<file path="src/rtl/watch_pkg.sv">
// Shared types and constants for the watch mode controller.
// Latency: n/a (declarations only).
// Backpressure: n/a.
package watch_pkg;

  typedef enum logic [2:0] {
    MODE_TIME   = 3'd0,
    MODE_SWATCH = 3'd1,
    MODE_ALSET  = 3'd2,
    MODE_TSET   = 3'd3,
    MODE_CDOWN  = 3'd4
  } mode_e;

  // One-cycle output strobes, kept together so they clear as a group.
  typedef struct packed {
    logic ack;
    logic dec;
    logic inc;
    logic cd_ss;
    logic sw_rst;
    logic sw_ss;
  } pulse_t;

  localparam int BTN_MODE   = 0;
  localparam int BTN_ACTION = 1;
  localparam int BTN_INC    = 2;
  localparam int BTN_DEC    = 3;
  localparam int NUM_BTN    = 4;

  localparam int DEF_TIMEOUT_TICKS = 300;
  localparam int DEF_RPT_DELAY     = 5;
  localparam int DEF_RPT_PERIOD    = 2;

  function automatic mode_e next_mode(input mode_e m);
    case (m)
      MODE_TIME:   return MODE_SWATCH;
      MODE_SWATCH: return MODE_ALSET;
      MODE_ALSET:  return MODE_TSET;
      MODE_TSET:   return MODE_CDOWN;
      default:     return MODE_TIME;
    endcase
  endfunction

  // Modes with an hours/minutes field and an inactivity timeout.
  function automatic logic is_set_mode(input mode_e m);
    return (m == MODE_ALSET) || (m == MODE_TSET);
  endfunction

  // Modes where INC/DEC adjust a value (and therefore auto-repeat).
  function automatic logic is_adj_mode(input mode_e m);
    return is_set_mode(m) || (m == MODE_CDOWN);
  endfunction

endpackage

</file>
<file path="src/rtl/watch_mode_ctrl_if.sv">
// Button/tick inputs and mode/strobe outputs of the watch mode controller.
// Latency: n/a (wiring only).
// Backpressure: none; all outputs are level or single-cycle strobes.
interface watch_mode_ctrl_if;
  logic       tick_10hz;
  logic [3:0] buttons;
  logic       alarm_ring;
  logic       cd_expired;
  logic [2:0] mode;
  logic       field_hr;
  logic       sw_ss_p;
  logic       sw_rst_p;
  logic       cd_ss_p;
  logic       inc_p;
  logic       dec_p;
  logic       buzzer;
  logic       ack_p;

  modport slave (
    input  tick_10hz, buttons, alarm_ring, cd_expired,
    output mode, field_hr, sw_ss_p, sw_rst_p, cd_ss_p, inc_p, dec_p, buzzer, ack_p
  );

  modport master (
    output tick_10hz, buttons, alarm_ring, cd_expired,
    input  mode, field_hr, sw_ss_p, sw_rst_p, cd_ss_p, inc_p, dec_p, buzzer, ack_p
  );
endinterface

</file>
<file path="src/rtl/btn_repeat.sv">
// Edge detect plus hold/auto-repeat for one debounced button.
// Latency: press_o/rpt_o are combinational strobes meant to feed the caller's registers.
// Backpressure: none; kill_i disarms the repeat (release, mode change, consumed or dropped press).
module btn_repeat
  import watch_pkg::*;
#(
  parameter bit RPT_EN     = 1'b0,
  parameter int RPT_DELAY  = DEF_RPT_DELAY,
  parameter int RPT_PERIOD = DEF_RPT_PERIOD
) (
  input  logic uclock,
  input  logic nreset,
  input  logic btn_i,
  input  logic tick_i,
  input  logic kill_i,
  output logic press_o,
  output logic rpt_o
);

  // Assumes RPT_PERIOD <= RPT_DELAY so the reload value is non-negative.
  localparam int CW = (RPT_DELAY < 2) ? 1 : $clog2(RPT_DELAY + 1);

  logic          btn_q;
  logic          armed_q;
  logic [CW-1:0] cnt_q;
  logic [CW-1:0] cnt_d;
  logic          held;

  assign press_o = btn_i & ~btn_q;
  assign held    = RPT_EN & armed_q & btn_i & btn_q;
  assign cnt_d   = cnt_q + CW'(1);
  assign rpt_o   = held & tick_i & (cnt_d == CW'(RPT_DELAY));

  // Edge register resets high so a button held through reset is not a press;
  // after the first repeat the counter reloads so later repeats come every RPT_PERIOD ticks.
  always_ff @(posedge uclock or negedge nreset) begin
    if (!nreset) begin
      btn_q   <= 1'b1;
      armed_q <= 1'b0;
      cnt_q   <= '0;
    end else begin
      btn_q <= btn_i;
      if (kill_i || !btn_i || !RPT_EN) begin
        armed_q <= 1'b0;
        cnt_q   <= '0;
      end else if (press_o) begin
        armed_q <= 1'b1;
        cnt_q   <= '0;
      end else if (held && tick_i) begin
        cnt_q <= rpt_o ? CW'(RPT_DELAY - RPT_PERIOD) : cnt_d;
      end
    end
  end

endmodule

</file>
<file path="src/rtl/watch_mode_ctrl.sv">
// Watch UI mode FSM: routes button presses to stopwatch/countdown/set strobes, drives buzzer/ack.
// Latency: one uclock from sampled button edge or tick to registered output.
// Backpressure: none; while the buzzer sounds every press becomes ack_p only.
module watch_mode_ctrl
  import watch_pkg::*;
#(
  parameter int TIMEOUT_TICKS = DEF_TIMEOUT_TICKS,
  parameter int RPT_DELAY     = DEF_RPT_DELAY,
  parameter int RPT_PERIOD    = DEF_RPT_PERIOD
) (
  input  logic               uclock,
  input  logic               nreset,
  watch_mode_ctrl_if.slave   bus
);

  localparam int IW = $clog2(TIMEOUT_TICKS + 1);

  logic [NUM_BTN-1:0] press;
  logic [NUM_BTN-1:0] rpt;
  logic [NUM_BTN-1:0] kill;

  mode_e   mode_q, mode_d;
  logic    field_hr_q, field_hr_d;
  logic    buzzer_q, buzzer_d;
  pulse_t  pls_q, pls_d;
  logic [IW-1:0] idle_q, idle_d;
  logic    timeout;
  logic    mode_chg;
  logic    base_kill;

  for (genvar i = 0; i < NUM_BTN; i++) begin : g_btn
    btn_repeat #(
      .RPT_EN    ((i == BTN_INC) || (i == BTN_DEC)),
      .RPT_DELAY (RPT_DELAY),
      .RPT_PERIOD(RPT_PERIOD)
    ) u_btn (
      .uclock (uclock),
      .nreset (nreset),
      .btn_i  (bus.buttons[i]),
      .tick_i (bus.tick_10hz),
      .kill_i (kill[i]),
      .press_o(press[i]),
      .rpt_o  (rpt[i])
    );
  end

  // Next-state: buzzer consume, prioritised press routing, repeats, timeout, idle count, repeat kills.
  always_comb begin
    mode_d     = mode_q;
    field_hr_d = field_hr_q;
    buzzer_d   = bus.alarm_ring | bus.cd_expired;
    pls_d      = '0;
    idle_d     = idle_q;
    timeout    = is_set_mode(mode_q) && (idle_q == IW'(TIMEOUT_TICKS));

    if (buzzer_q) begin
      if (|press) pls_d.ack = 1'b1;
    end else if (press[BTN_MODE]) begin
      mode_d = next_mode(mode_q);
    end else if (press[BTN_ACTION]) begin
      case (mode_q)
        MODE_SWATCH:           pls_d.sw_ss = 1'b1;
        MODE_CDOWN:            pls_d.cd_ss = 1'b1;
        MODE_ALSET, MODE_TSET: field_hr_d  = ~field_hr_q;
        default:               ;
      endcase
    end else if (press[BTN_INC]) begin
      if (is_adj_mode(mode_q)) pls_d.inc = 1'b1;
    end else if (press[BTN_DEC]) begin
      if (mode_q == MODE_SWATCH)     pls_d.sw_rst = 1'b1;
      else if (is_adj_mode(mode_q))  pls_d.dec    = 1'b1;
    end else if (rpt[BTN_INC] && is_adj_mode(mode_q)) begin
      pls_d.inc = 1'b1;
    end else if (rpt[BTN_DEC] && is_adj_mode(mode_q)) begin
      pls_d.dec = 1'b1;
    end

    if (timeout) mode_d = MODE_TIME;

    mode_chg = (mode_d != mode_q);
    if (mode_chg) field_hr_d = 1'b0;

    // Repeat strobes count as activity so a held INC/DEC never times out mid-adjust.
    if (!is_set_mode(mode_q) || (|press) || (|rpt)) idle_d = '0;
    else if (bus.tick_10hz && !timeout)             idle_d = idle_q + IW'(1);

    // A repeat only survives if its press was actually acted on in an adjust mode.
    base_kill          = buzzer_q | ~is_adj_mode(mode_q) | mode_chg;
    kill               = {NUM_BTN{1'b1}};
    kill[BTN_INC]      = base_kill | (press[BTN_INC] & (press[BTN_MODE] | press[BTN_ACTION]));
    kill[BTN_DEC]      = base_kill | (press[BTN_DEC] &
                         (press[BTN_MODE] | press[BTN_ACTION] | press[BTN_INC]));
  end

  // State and output registers.
  always_ff @(posedge uclock or negedge nreset) begin
    if (!nreset) begin
      mode_q     <= MODE_TIME;
      field_hr_q <= 1'b0;
      buzzer_q   <= 1'b0;
      pls_q      <= '0;
      idle_q     <= '0;
    end else begin
      mode_q     <= mode_d;
      field_hr_q <= field_hr_d;
      buzzer_q   <= buzzer_d;
      pls_q      <= pls_d;
      idle_q     <= idle_d;
    end
  end

  assign bus.mode     = mode_q;
  assign bus.field_hr = field_hr_q;
  assign bus.buzzer   = buzzer_q;
  assign bus.sw_ss_p  = pls_q.sw_ss;
  assign bus.sw_rst_p = pls_q.sw_rst;
  assign bus.cd_ss_p  = pls_q.cd_ss;
  assign bus.inc_p    = pls_q.inc;
  assign bus.dec_p    = pls_q.dec;
  assign bus.ack_p    = pls_q.ack;

endmodule

</file>
<file path="src/flat_wrapper.sv">
// flat-port wrapper written by rule: the top's interface ports become plain ports
module watch_mode_ctrl_flat import watch_pkg::*;
#(
  parameter int TIMEOUT_TICKS = DEF_TIMEOUT_TICKS,
  parameter int RPT_DELAY     = DEF_RPT_DELAY,
  parameter int RPT_PERIOD    = DEF_RPT_PERIOD
)
  (uclock, nreset, bus_tick_10hz, bus_buttons, bus_alarm_ring, bus_cd_expired, bus_mode, bus_field_hr, bus_sw_ss_p, bus_sw_rst_p, bus_cd_ss_p, bus_inc_p, bus_dec_p, bus_buzzer, bus_ack_p);
  watch_mode_ctrl_if bus_i ();
  input  logic uclock;
  input  logic nreset;
  input wire logic [$bits(bus_i.tick_10hz)-1:0] bus_tick_10hz;
  input wire logic [$bits(bus_i.buttons)-1:0] bus_buttons;
  input wire logic [$bits(bus_i.alarm_ring)-1:0] bus_alarm_ring;
  input wire logic [$bits(bus_i.cd_expired)-1:0] bus_cd_expired;
  output wire logic [$bits(bus_i.mode)-1:0] bus_mode;
  output wire logic [$bits(bus_i.field_hr)-1:0] bus_field_hr;
  output wire logic [$bits(bus_i.sw_ss_p)-1:0] bus_sw_ss_p;
  output wire logic [$bits(bus_i.sw_rst_p)-1:0] bus_sw_rst_p;
  output wire logic [$bits(bus_i.cd_ss_p)-1:0] bus_cd_ss_p;
  output wire logic [$bits(bus_i.inc_p)-1:0] bus_inc_p;
  output wire logic [$bits(bus_i.dec_p)-1:0] bus_dec_p;
  output wire logic [$bits(bus_i.buzzer)-1:0] bus_buzzer;
  output wire logic [$bits(bus_i.ack_p)-1:0] bus_ack_p;
  assign bus_i.tick_10hz = bus_tick_10hz;
  assign bus_i.buttons = bus_buttons;
  assign bus_i.alarm_ring = bus_alarm_ring;
  assign bus_i.cd_expired = bus_cd_expired;
  assign bus_mode = bus_i.mode;
  assign bus_field_hr = bus_i.field_hr;
  assign bus_sw_ss_p = bus_i.sw_ss_p;
  assign bus_sw_rst_p = bus_i.sw_rst_p;
  assign bus_cd_ss_p = bus_i.cd_ss_p;
  assign bus_inc_p = bus_i.inc_p;
  assign bus_dec_p = bus_i.dec_p;
  assign bus_buzzer = bus_i.buzzer;
  assign bus_ack_p = bus_i.ack_p;
  watch_mode_ctrl #(.TIMEOUT_TICKS(TIMEOUT_TICKS), .RPT_DELAY(RPT_DELAY), .RPT_PERIOD(RPT_PERIOD)) u_core (.uclock(uclock), .nreset(nreset), .bus(bus_i));
endmodule
</file>
<file path="config.mk">
export PLATFORM = sky130hd
export DESIGN_NAME = watch_mode_ctrl_flat
export DESIGN_NICKNAME = d
export VERILOG_FILES = /design/src/rtl/watch_pkg.sv /design/src/rtl/watch_mode_ctrl_if.sv /design/src/rtl/btn_repeat.sv /design/src/rtl/watch_mode_ctrl.sv /design/src/flat_wrapper.sv
export SDC_FILE = /design/constraint.sdc
export NUM_CORES = 1
export LEC_CHECK = 0
export BUFFER_PORTS_ARGS = -buffer_cell sky130_fd_sc_hd__buf_2
export CORE_ASPECT_RATIO = 1.25
export CORE_MARGIN = 2
export CORE_UTILIZATION = 45
export CTS_CLUSTER_SIZE = 10
export DETAILED_ROUTE_END_ITERATION = 10
export MAX_ROUTING_LAYER = met4
export PLACE_DENSITY = 0.74
export SYNTH_ARGS = -nofsm -noshare
export SYNTH_HDL_FRONTEND = slang
export SYNTH_HIERARCHICAL = 1
export SYNTH_SLANG_ARGS = --single-unit
</file>
<file path="constraint.sdc">
create_clock -name uclock -period 1.7 [get_ports uclock]
set_input_delay 0.34 -clock uclock [delete_from_list [all_inputs] [get_ports uclock]]
set_output_delay 0.34 -clock uclock [all_outputs]
set_load 0.01 [all_outputs]
</file>
Word-level counts from Yosys, hierarchy flattened
Cells that the tools add are included.
Widths: inputs -> output; s select.
{"block": "totals", "regBits": 32, "inputBits": 9, "output_inout_bits": 11}
{"block": "op_classes", "addsub": 3, "n_eq_ne": 10, "mux": 44, "n_bitwise": 27, "reduce_logical": 28}
{"operator": "$mux 3", "count": 11}
{"operator": "$mux 1", "count": 27}
{"operator": "$mux 9", "count": 2}
{"operator": "$and 1x1->1", "count": 14}
{"operator": "$pmux 3 s4", "count": 1}
{"operator": "$mux 5", "count": 2}
{"operator": "$reduce_bool 2->1", "count": 5}
{"operator": "$add 9x1->9 const B", "count": 1}
{"operator": "$eq 3x3->1 const B", "count": 3}
{"operator": "$eq 9x9->1 const B", "count": 1}
{"operator": "$or 1x1->1", "count": 7}
{"operator": "$add 3x1->3 const B", "count": 2}
{"operator": "$eq 3x2->1 const B", "count": 2}
{"operator": "$logic_and 1x1->1", "count": 6}
{"operator": "$logic_or 1x1->1", "count": 6}
{"operator": "$not 1->1", "count": 6}
{"operator": "$reduce_bool 3->1", "count": 2}
{"operator": "$logic_not 1->1", "count": 4}
{"operator": "$reduce_and 4->1", "count": 1}
{"operator": "$reduce_or 2->1", "count": 2}
{"operator": "$reduce_or 4->1", "count": 1}
{"operator": "$eq 3x1->1 const B", "count": 1}
{"operator": "$logic_not 3->1", "count": 1}
{"operator": "$ne 3x3->1", "count": 1}
{"operator": "3 further kinds", "count": 3}

Depth between registers and ports, before layout
Gate-level depths: netlist of run 1.
{"block": "logic_depth", "ltp_word": 12, "ltp_mapped": 9, "mapped_depth_nobuf": 8}

Hierarchy
Netlist of run 1, hierarchy kept.
{"module": "watch_mode_ctrl", "instances": 1, "cells_each": 109, "area_each_um2": 1029.7, "seq_area_each_um2": 500.5}
{"module": "btn_repeat at u_core.g_btn[2].u_btn ...", "instances": 2, "cells_each": 25, "area_each_um2": 266.5, "seq_area_each_um2": 126.4}
{"module": "btn_repeat at u_core.g_btn[0].u_btn ...", "instances": 2, "cells_each": 4, "area_each_um2": 51.3, "seq_area_each_um2": 26.3}

Least setup slack after synthesis of run 1
No wires, ideal clock.
{"block": "synth_timing", "path_type": "reg2reg", "from": "register u_core.g_btn[2].u_btn.btn_q", "to": "register u_core.g_btn[3].u_btn.cnt_q[2]", "setup_ns": 0.078, "arrival_ns": 1.782, "setup_slack_ns": -0.160, "stages_incl_launch_ff": 8, "path_buffers": 0, "period_less_slack_ns": 1.860, "path_cell_list": "dfstp_2 and2b_2 or3_1 a21oi_1 nand2_1 a21oi_1 and3_2 o2bb2ai_1"}
{"block": "synth_via", "elab_chain_len": 7, "word_cells_on_any_way": 8, "classes_between": "mux: 1; bitwise: 5; reduce/logical: 2"}
{"element": "start: declaration", "line": "btn_repeat.sv:23", "rtl": "logic btn_q;"}
{"element": "start signal: assignment", "line": "btn_repeat.sv:42", "rtl": "btn_q <= btn_i;"}
{"element": "$not 1->1 *", "line": "btn_repeat.sv:29", "rtl": "assign press_o = btn_i & ~btn_q;"}
{"element": "$and 1x1->1 *", "line": "btn_repeat.sv:29"}
{"element": "named net u_core.press[2]", "line": "watch_mode_ctrl.sv:18", "rtl": "logic [NUM_BTN-1:0] press;"}
{"element": "$or 1x1->1 *", "line": "watch_mode_ctrl.sv:92", "rtl": "(press[BTN_MODE] | press[BTN_ACTION] | press[BTN_INC]));"}
{"element": "$and 1x1->1 *", "line": "watch_mode_ctrl.sv:91", "rtl": "kill[BTN_DEC] = base_kill | (press[BTN_DEC] &"}
{"element": "$or 1x1->1 *", "line": "watch_mode_ctrl.sv:91"}
{"element": "named net u_core.kill[3]", "line": "watch_mode_ctrl.sv:20", "rtl": "logic [NUM_BTN-1:0] kill;"}
{"element": "$logic_or 1x1->1 *", "line": "btn_repeat.sv:43", "rtl": "if (kill_i || !btn_i || !RPT_EN) begin"}
{"element": "$reduce_bool 3->1 (no line) or $mux 3 (tied branches)"}
{"element": "end signal: assignment", "line": "btn_repeat.sv:50", "rtl": "cnt_q <= rpt_o ? CW'(RPT_DELAY - RPT_PERIOD) : cnt_d;"}
{"element": "end: declaration", "line": "btn_repeat.sv:25", "rtl": "logic [CW-1:0] cnt_q;"}
The timed path passes the listed nets; every way through them passes the cells marked *.
A chain may end at the register's enable or synchronous reset.

Final worst setup path of run 1
{"block": "layout_timing", "from": "register u_core.g_btn[2].u_btn.btn_q", "to": "register u_core.g_btn[3].u_btn.cnt_q[0]"}
The elaborated chain is that of the path after synthesis.

==> flow_summary.yaml, run 1 <==
detailed_routing:
  vias_per_cell: 5.351
  via_count: 1434
  drt_wl_total_um: 3724
  drt_iter0_drc: 82
  first_pass_iters: 4
  drtAntennaViolNets: 0
  avgRoutedWirePerCell_um: 13.90
  drc: 0
global_route:
  overflow: 0
  grt_use_total: 0.2053
  grt_pass1_vias: 1578
  grt_pass1_wl_um: 6437
  grt_start_max_net_pins: 19
  antenna_found_initial: 0
setup_path:
  worstPathMaxFanout: 3
  path_cells: "and2b_2 > or3_4 > a21oi_2 > nand2_2 > a21oi_2 > and3_4 > a21o_1"
  worstPathRequired_ns: 1.91
  r2r-start: "u_core/g_btn[2].u_btn/btn_q"
  cp_common_cell: "a21oi_2"
  path_class: "register to register"
  r2r_setup_slack_ns: -0.14
  rr_worst_depth: 7
  critPathLaunchType: "register"
  slowest_delay_ns: 0.52
  end_kind: "register"
  cp_top_family: "simple AND/OR/NAND/NOR gates"
  r2r-end: "u_core/g_btn[3].u_btn/cnt_q[0]"
  cp.arrival_ns: 2.06
  path_buf_inv: 0
  crit_slowest_cell: "dfstp_2"
timing:
  final-hold-violation-count: 0
  finalWorstSetupSlack_ns: -0.1418
  slew_viol_final: 0
  fin_crit_sh: 1.083
  hold_slack_ns: 0.1708
  layout_min_cycle_time_ns: 1.842
  fin_worst_skew_ns: 0.009803
  setup_viol: 11
  fmax_ghz: 0.5430
  grt_setup_unrepaired: "true"
cells_and_area:
  final_cell_mix: "37 x buf_4, 26 x dfrtp_1, 19 x buf_2"
  n_fill_cell: 272
  final_util: 0.6489
  fin_area_sq_um: 2280
  final_common_cell: "buf_4"
  drive_gt1_frac: 0.4236
  fin_nets: 243
  syn2layout_area_growth_pct: 37.20
  n_antenna_cell: 0
  instances_no_fill: 268
pwr:
  p_leak_nw: 1.059
  power_density_nw_per_um2: 864.2
  ir_drop_mv: 0.6942
status:
  violations: "setup timing"
  status: "finished, violations left"
clock_tree:
  worstSkewPairLatency_ns: 0.28
  cts.clk_slew.worst_paths_ns: 0.06
  numCtsBuffers: 5
  root_buffer: "clkbuf_8"
  cts-htree-levels: 2
  clk_path_buf_depth: 2
  clkSinkCount: 32
  cts_tree: "built"
die:
  die_w_um: 58.35
  start_util: 0.4729
  design.die.area_sq_um: 4198
  fp.dieH_um: 71.94
  ios: 20
  core.rowCount: 24
  core_sq_um: 3513
min_path:
  min_path_cells: 1
  min_from: "bus_buttons[1]"
  hold_class: "primary input to register"
  worstHoldEndpoint: "u_core/g_btn[1].u_btn/btn_q"
place:
  gp_congestion: 0.8453
  post_dp_cell_area_sq_um: 2095
  dp_slack_ns: -0.1232
  dp_hpwl_um: 2865
  dp_cells: 257
  port_buffers: 19
logic_synthesis:
  netlist_instances: 166
  avgSynthCellArea_sq_um: 10.01
  synth_warnings: 6
  synth_area_sq_um: 1662
  synth_fp_nets: 181
run:
  max-cap-violations: 0
## worst reg2reg max path: cells and delay by family, from the launching register on
family | cells | cell delay [ns]
AOI/OAI and AO/OA | 3 | 0.37
and+or+nand+nor | 4 | 0.89
DFF | 1 | 0.52
## sequential cells by signal, summed over array words and instances, names as in the netlist
register and cells:
u_core/bus.sw_rst_p 1, u_core/bus.inc_p 1, u_core/bus.cd_ss_p 1, u_core/g_btn.u_btn/btn_q 4, u_core/bus.field_hr 1, u_core/bus.sw_ss_p 1
u_core/g_btn.u_btn/cnt_q 6, u_core/bus.dec_p 1, u_core/bus.buzzer 1, u_core/bus.mode 3, u_core/idle_q 9, u_core/g_btn.u_btn/armed_q 2
u_core/bus.ack_p 1
## worst max path at each step
stage                           startpoint                        endpoint  slack (ns)  depth (start not counted)
2_1_floorplan  u_core/g_btn[2].u_btn/btn_q  u_core/g_btn[3].u_btn/cnt_q[2]       -0.08                          7
3_3_place_gp   u_core/g_btn[2].u_btn/btn_q  u_core/g_btn[3].u_btn/cnt_q[1]       -0.07                          7
3_5_place_dp   u_core/g_btn[2].u_btn/btn_q  u_core/g_btn[3].u_btn/cnt_q[2]       -0.12                          7
4_1_cts        u_core/g_btn[2].u_btn/btn_q  u_core/g_btn[3].u_btn/cnt_q[2]       -0.12                          7
5_1_grt        u_core/g_btn[2].u_btn/btn_q  u_core/g_btn[3].u_btn/cnt_q[0]       -0.23                          7
6_report       u_core/g_btn[2].u_btn/btn_q  u_core/g_btn[3].u_btn/cnt_q[0]       -0.14                          7
## area by class of cell
cell class / count / area (sq um) / share of cell area
multi-input combinational: 122 / 878.3 / 0.3853
sequential: 32 / 808.3 / 0.3546
timing repair buffer: 58 / 402.9 / 0.1767
clock buffer: 6 / 72.57 / 0.03183
tap: 39 / 48.80 / 0.02141
clock inverter: 2 / 35.03 / 0.01537
inverter: 9 / 33.78 / 0.01482
## power by group
| part | internal [W] | switching (W) |
|---|---|---|
| sequential | 0.000811 | 0.0000298 |
| combinational | 0.000216 | 0.000215 |
| clock | 0.000434 | 0.000264 |
## layer usage
layer | vias to the layer above | routed length [um] | GRT usage
li1 | 709 | - | -
met1 | 697 | 1474 | 0.2135
met2 | 20 | 2068 | 0.3670
met3 | 8 | 107 | 0.04456
met4 | 0 | 74 | 0.08527
met5 | - | 0 | -
## stage by stage
step	total power, W	setup TNS (ns)
after CTS	0.001976	-0.5940
final	0.001970	-0.6263
after global placement	0.001241	-0.2616
after global routing	0.002069	-2.104
after floorplan	0.001048	-0.2792
after detailed placement	0.001257	-0.6497
## what timing repair did
action / CTS / global route
endpoints found under the hold margin: 9 / 0
gates resized for setup: 2 / 11
setup buffers: 2 / 0
hold buffers: 1 / 0
pin swaps: 1 / 3
endpoints found under the setup margin: 13 / 18
No activity file was read; power rests on OpenSTA's default activity.
==> run 2: changes to the inputs <==
--- a/config.mk
+++ b/config.mk
@@ -5,6 +5,7 @@
 export SDC_FILE = /design/constraint.sdc
 export NUM_CORES = 1
 export LEC_CHECK = 0
+export ABC_AREA = 0
 export BUFFER_PORTS_ARGS = -buffer_cell sky130_fd_sc_hd__buf_2
 export CORE_ASPECT_RATIO = 1.25
 export CORE_MARGIN = 2
@@ -12,7 +13,7 @@
 export CTS_CLUSTER_SIZE = 10
 export DETAILED_ROUTE_END_ITERATION = 10
 export MAX_ROUTING_LAYER = met4
-export PLACE_DENSITY = 0.74
+export PLACE_DENSITY = 0.71
 export SYNTH_ARGS = -nofsm -noshare
 export SYNTH_HDL_FRONTEND = slang
 export SYNTH_HIERARCHICAL = 1
==> constraint.sdc (replaced) <==
create_clock -name uclock -period 1.9 [get_ports uclock]
set_input_delay 0.38 -clock uclock [delete_from_list [all_inputs] [get_ports uclock]]
set_output_delay 0.38 -clock uclock [all_outputs]
set_load 0.01 [all_outputs]
==> flow_summary.yaml, run 2 (synthesis results as in run 1) <==
status:
  status: "finished, violations left"
  violations: "setup timing"
setup_path:
  r2r-start: "u_core/g_btn[2].u_btn/btn_q"
  r2r_setup_slack_ns: -0.03
  startpoint: "u_core/g_btn[2].u_btn/btn_q"
  critPathLaunchType: "register"
  r2r-end: "u_core/g_btn[3].u_btn/cnt_q[0]"
  end_kind: "register"
  worstPathRequired_ns: 2.11
  rr_worst_depth: 7
  cp.arrival_ns: 2.15
  slowest_delay_ns: 0.54
  crit_slowest_cell: "dfstp_2"
  path_cells: "and2b_2 > or3_4 > a21oi_2 > nand2_1 > a21oi_1 > and3_4 > a21o_1"
  worstPathMaxFanout: 4
  path_class: "register to register"
cells_and_area:
  top_regs: "u_core/idle_q (9), u_core/g_btn.u_btn/cnt_q (6), u_core/g_btn.u_btn/btn_q (4)"
  instances_no_fill: 238
  final_common_cell: "dfrtp_1"
  seq_area_sq_um: 805.8
  multi_input_area_sq_um: 863.3
  syn2layout_area_growth_pct: 21.46
  drive_gt1_frac: 0.3317
  largest_reg_flops: 9
  regMostFlops: "u_core/idle_q"
  final_cell_mix: "28 x dfrtp_1, 19 x buf_2, 16 x nor2_1"
  fin_nets: 214
  n_fill_cell: 326
  n_antenna_cell: 0
die:
  core_sq_um: 3513
  start_util: 0.4729
  fp.dieH_um: 71.94
  core.rowCount: 24
  design.die.area_sq_um: 4198
  ios: 20
  die_w_um: 58.35
clock_tree:
  ctsHoldBuffers: 0
  root_buffer: "clkbuf_8"
  post_cts_buffers: 0
  numCtsBuffers: 5
  cts-htree-levels: 2
  worstSkewPairLatency_ns: 0.27
  clk_path_buf_depth: 2
  clkSinkCount: 32
  cts_tree: "built"
  cts.clk_slew.worst_paths_ns: 0.06
pwr:
  power_frac_comb: 0.200
  p_sw_frac: 0.2608
  p_sw_w: 0.0004212
  seqPwrFrac: 0.462
  clkPwrFrac: 0.339
  internal_power_w: 0.001194
  ir_drop_mv: 0.6949
  power_density_nw_per_um2: 800.1
  power_w: 0.001615
  p_leak_nw: 0.8971
timing:
  fin_crit_sh: 1.018
  fin_worst_skew_ns: 0.006405
  slew_viol_final: 0
  layout_min_cycle_time_ns: 1.935
  grt_setup_unrepaired: "true"
  slew_headroom: 0.5387
  setup_viol: 3
  final-hold-violation-count: 0
  fmax_ghz: 0.5169
  worst_pin_slew_ns: 0.6920
  finalWorstSetupSlack_ns: -0.03473
detailed_routing:
  first_pass_iters: 4
  drt_iter0_drc: 51
  avgRoutedWirePerCell_um: 14.25
  vias_per_cell: 5.592
  via_count: 1331
  drc: 0
  drtAntennaViolNets: 0
  drt_wl_total_um: 3392
run:
  max-cap-violations: 0
place:
  port_buffers: 19
  gp_congestion: 0.8006
  dp_hpwl_um: 2436
  dp_cells: 231
global_route:
  antenna_found_initial: 0
  use_met3: 0.04456
  grt_start_max_net_pins: 33
  grt_util_met1: 0.2091
  grtUsageMet2: 0.3109
  busiest_layer: "met2"
  grt_use_total: 0.1820
  overflow: 0
  grt_pass1_wl_um: 5706
  grt_pass1_vias: 1326
min_path:
  hold_class: "primary input to async pin"
## run 2: cell count changes in the layout (fill, tap and decap cells not counted), sizes merged
| cell | previous run | this run |
|---|---|---|
| buf | 57 | 29 |
| dlygate4sd3 | 1 | 0 |
| clkbuf | 6 | 7 |
| clkinv | 1 | 0 |
| bufinv | 1 | 0 |
## run 2: per-layer routing
| layer | up-vias | routed length (um) |
|---|---|---|
| met1 | 658 | 1429 |
| li1 | 646 | - |
| met2 | 25 | 1803 |
| met5 | - | 0 |
| met4 | 0 | 17 |
| met3 | 2 | 141 |
## run 2: worst max-delay path by stage
stage / to / slack [ns] / cells past startpoint
after floorplan: u_core/g_btn[3].u_btn/cnt_q[2] / 0.04 / 7
after global placement: u_core/g_btn[3].u_btn/cnt_q[1] / 0.02 / 7
after detailed placement: u_core/g_btn[3].u_btn/cnt_q[2] / -0.01 / 7
after CTS: u_core/g_btn[3].u_btn/cnt_q[2] / -0.01 / 7
after global routing: u_core/g_btn[3].u_btn/cnt_q[0] / -0.09 / 7
final: u_core/g_btn[3].u_btn/cnt_q[0] / -0.03 / 7
## run 2: worst max-delay path: cells and delay by family, from the launching register on
family / cells / cell delay [ns]
AND/OR/NAND/NOR: 4 / 0.92
flip-flops: 1 / 0.54
AO/OA/AOI/OAI: 3 / 0.39
## run 2: repair_timing
action,CTS,global route
resized for setup,2,14
pin swaps,0,8
endpoints found under the setup margin,4,9
## run 2: layout make-up
| cell class | instances | share of cell area |
|---|---|---|
| flip-flops and latches | 32 | 0.3993 |
| inverters | 9 | 0.01674 |
| well taps | 39 | 0.02418 |
| repair buffers | 29 | 0.08431 |
| multi-input cells | 122 | 0.4278 |
| clock buffers | 7 | 0.04774 |
## run 2: metrics by stage
stage | hold slack, ns | utilization | cell area, sq um | setup slack, ns | TNS, ns
after global routing | 0.2058 | 0.5744 | 2018 | -0.09480 | -0.2889
final | 0.1458 | 0.5744 | 2018 | -0.03473 | -0.08465
after floorplan | 0.08441 | - | 1662 | 0.04024 | 0
after detailed placement | 0.4711 | 0.5296 | 1861 | -0.01115 | -0.01115
after CTS | 0.1695 | 0.5602 | 1968 | -0.01175 | -0.01175
after global placement | 0.4591 | 0.5296 | 1861 | 0.02037 | 0
## run 2: power by group through the flow
stage               sequential, W  combinational [W]  clock [W]
global placement         0.000754           0.000299          0
detailed placement       0.000757           0.000309          0
CTS                      0.000745           0.000313   0.000570
floorplan                0.000793           0.000133          0
finish                   0.000746           0.000322   0.000547
global route             0.000753           0.000352   0.000592
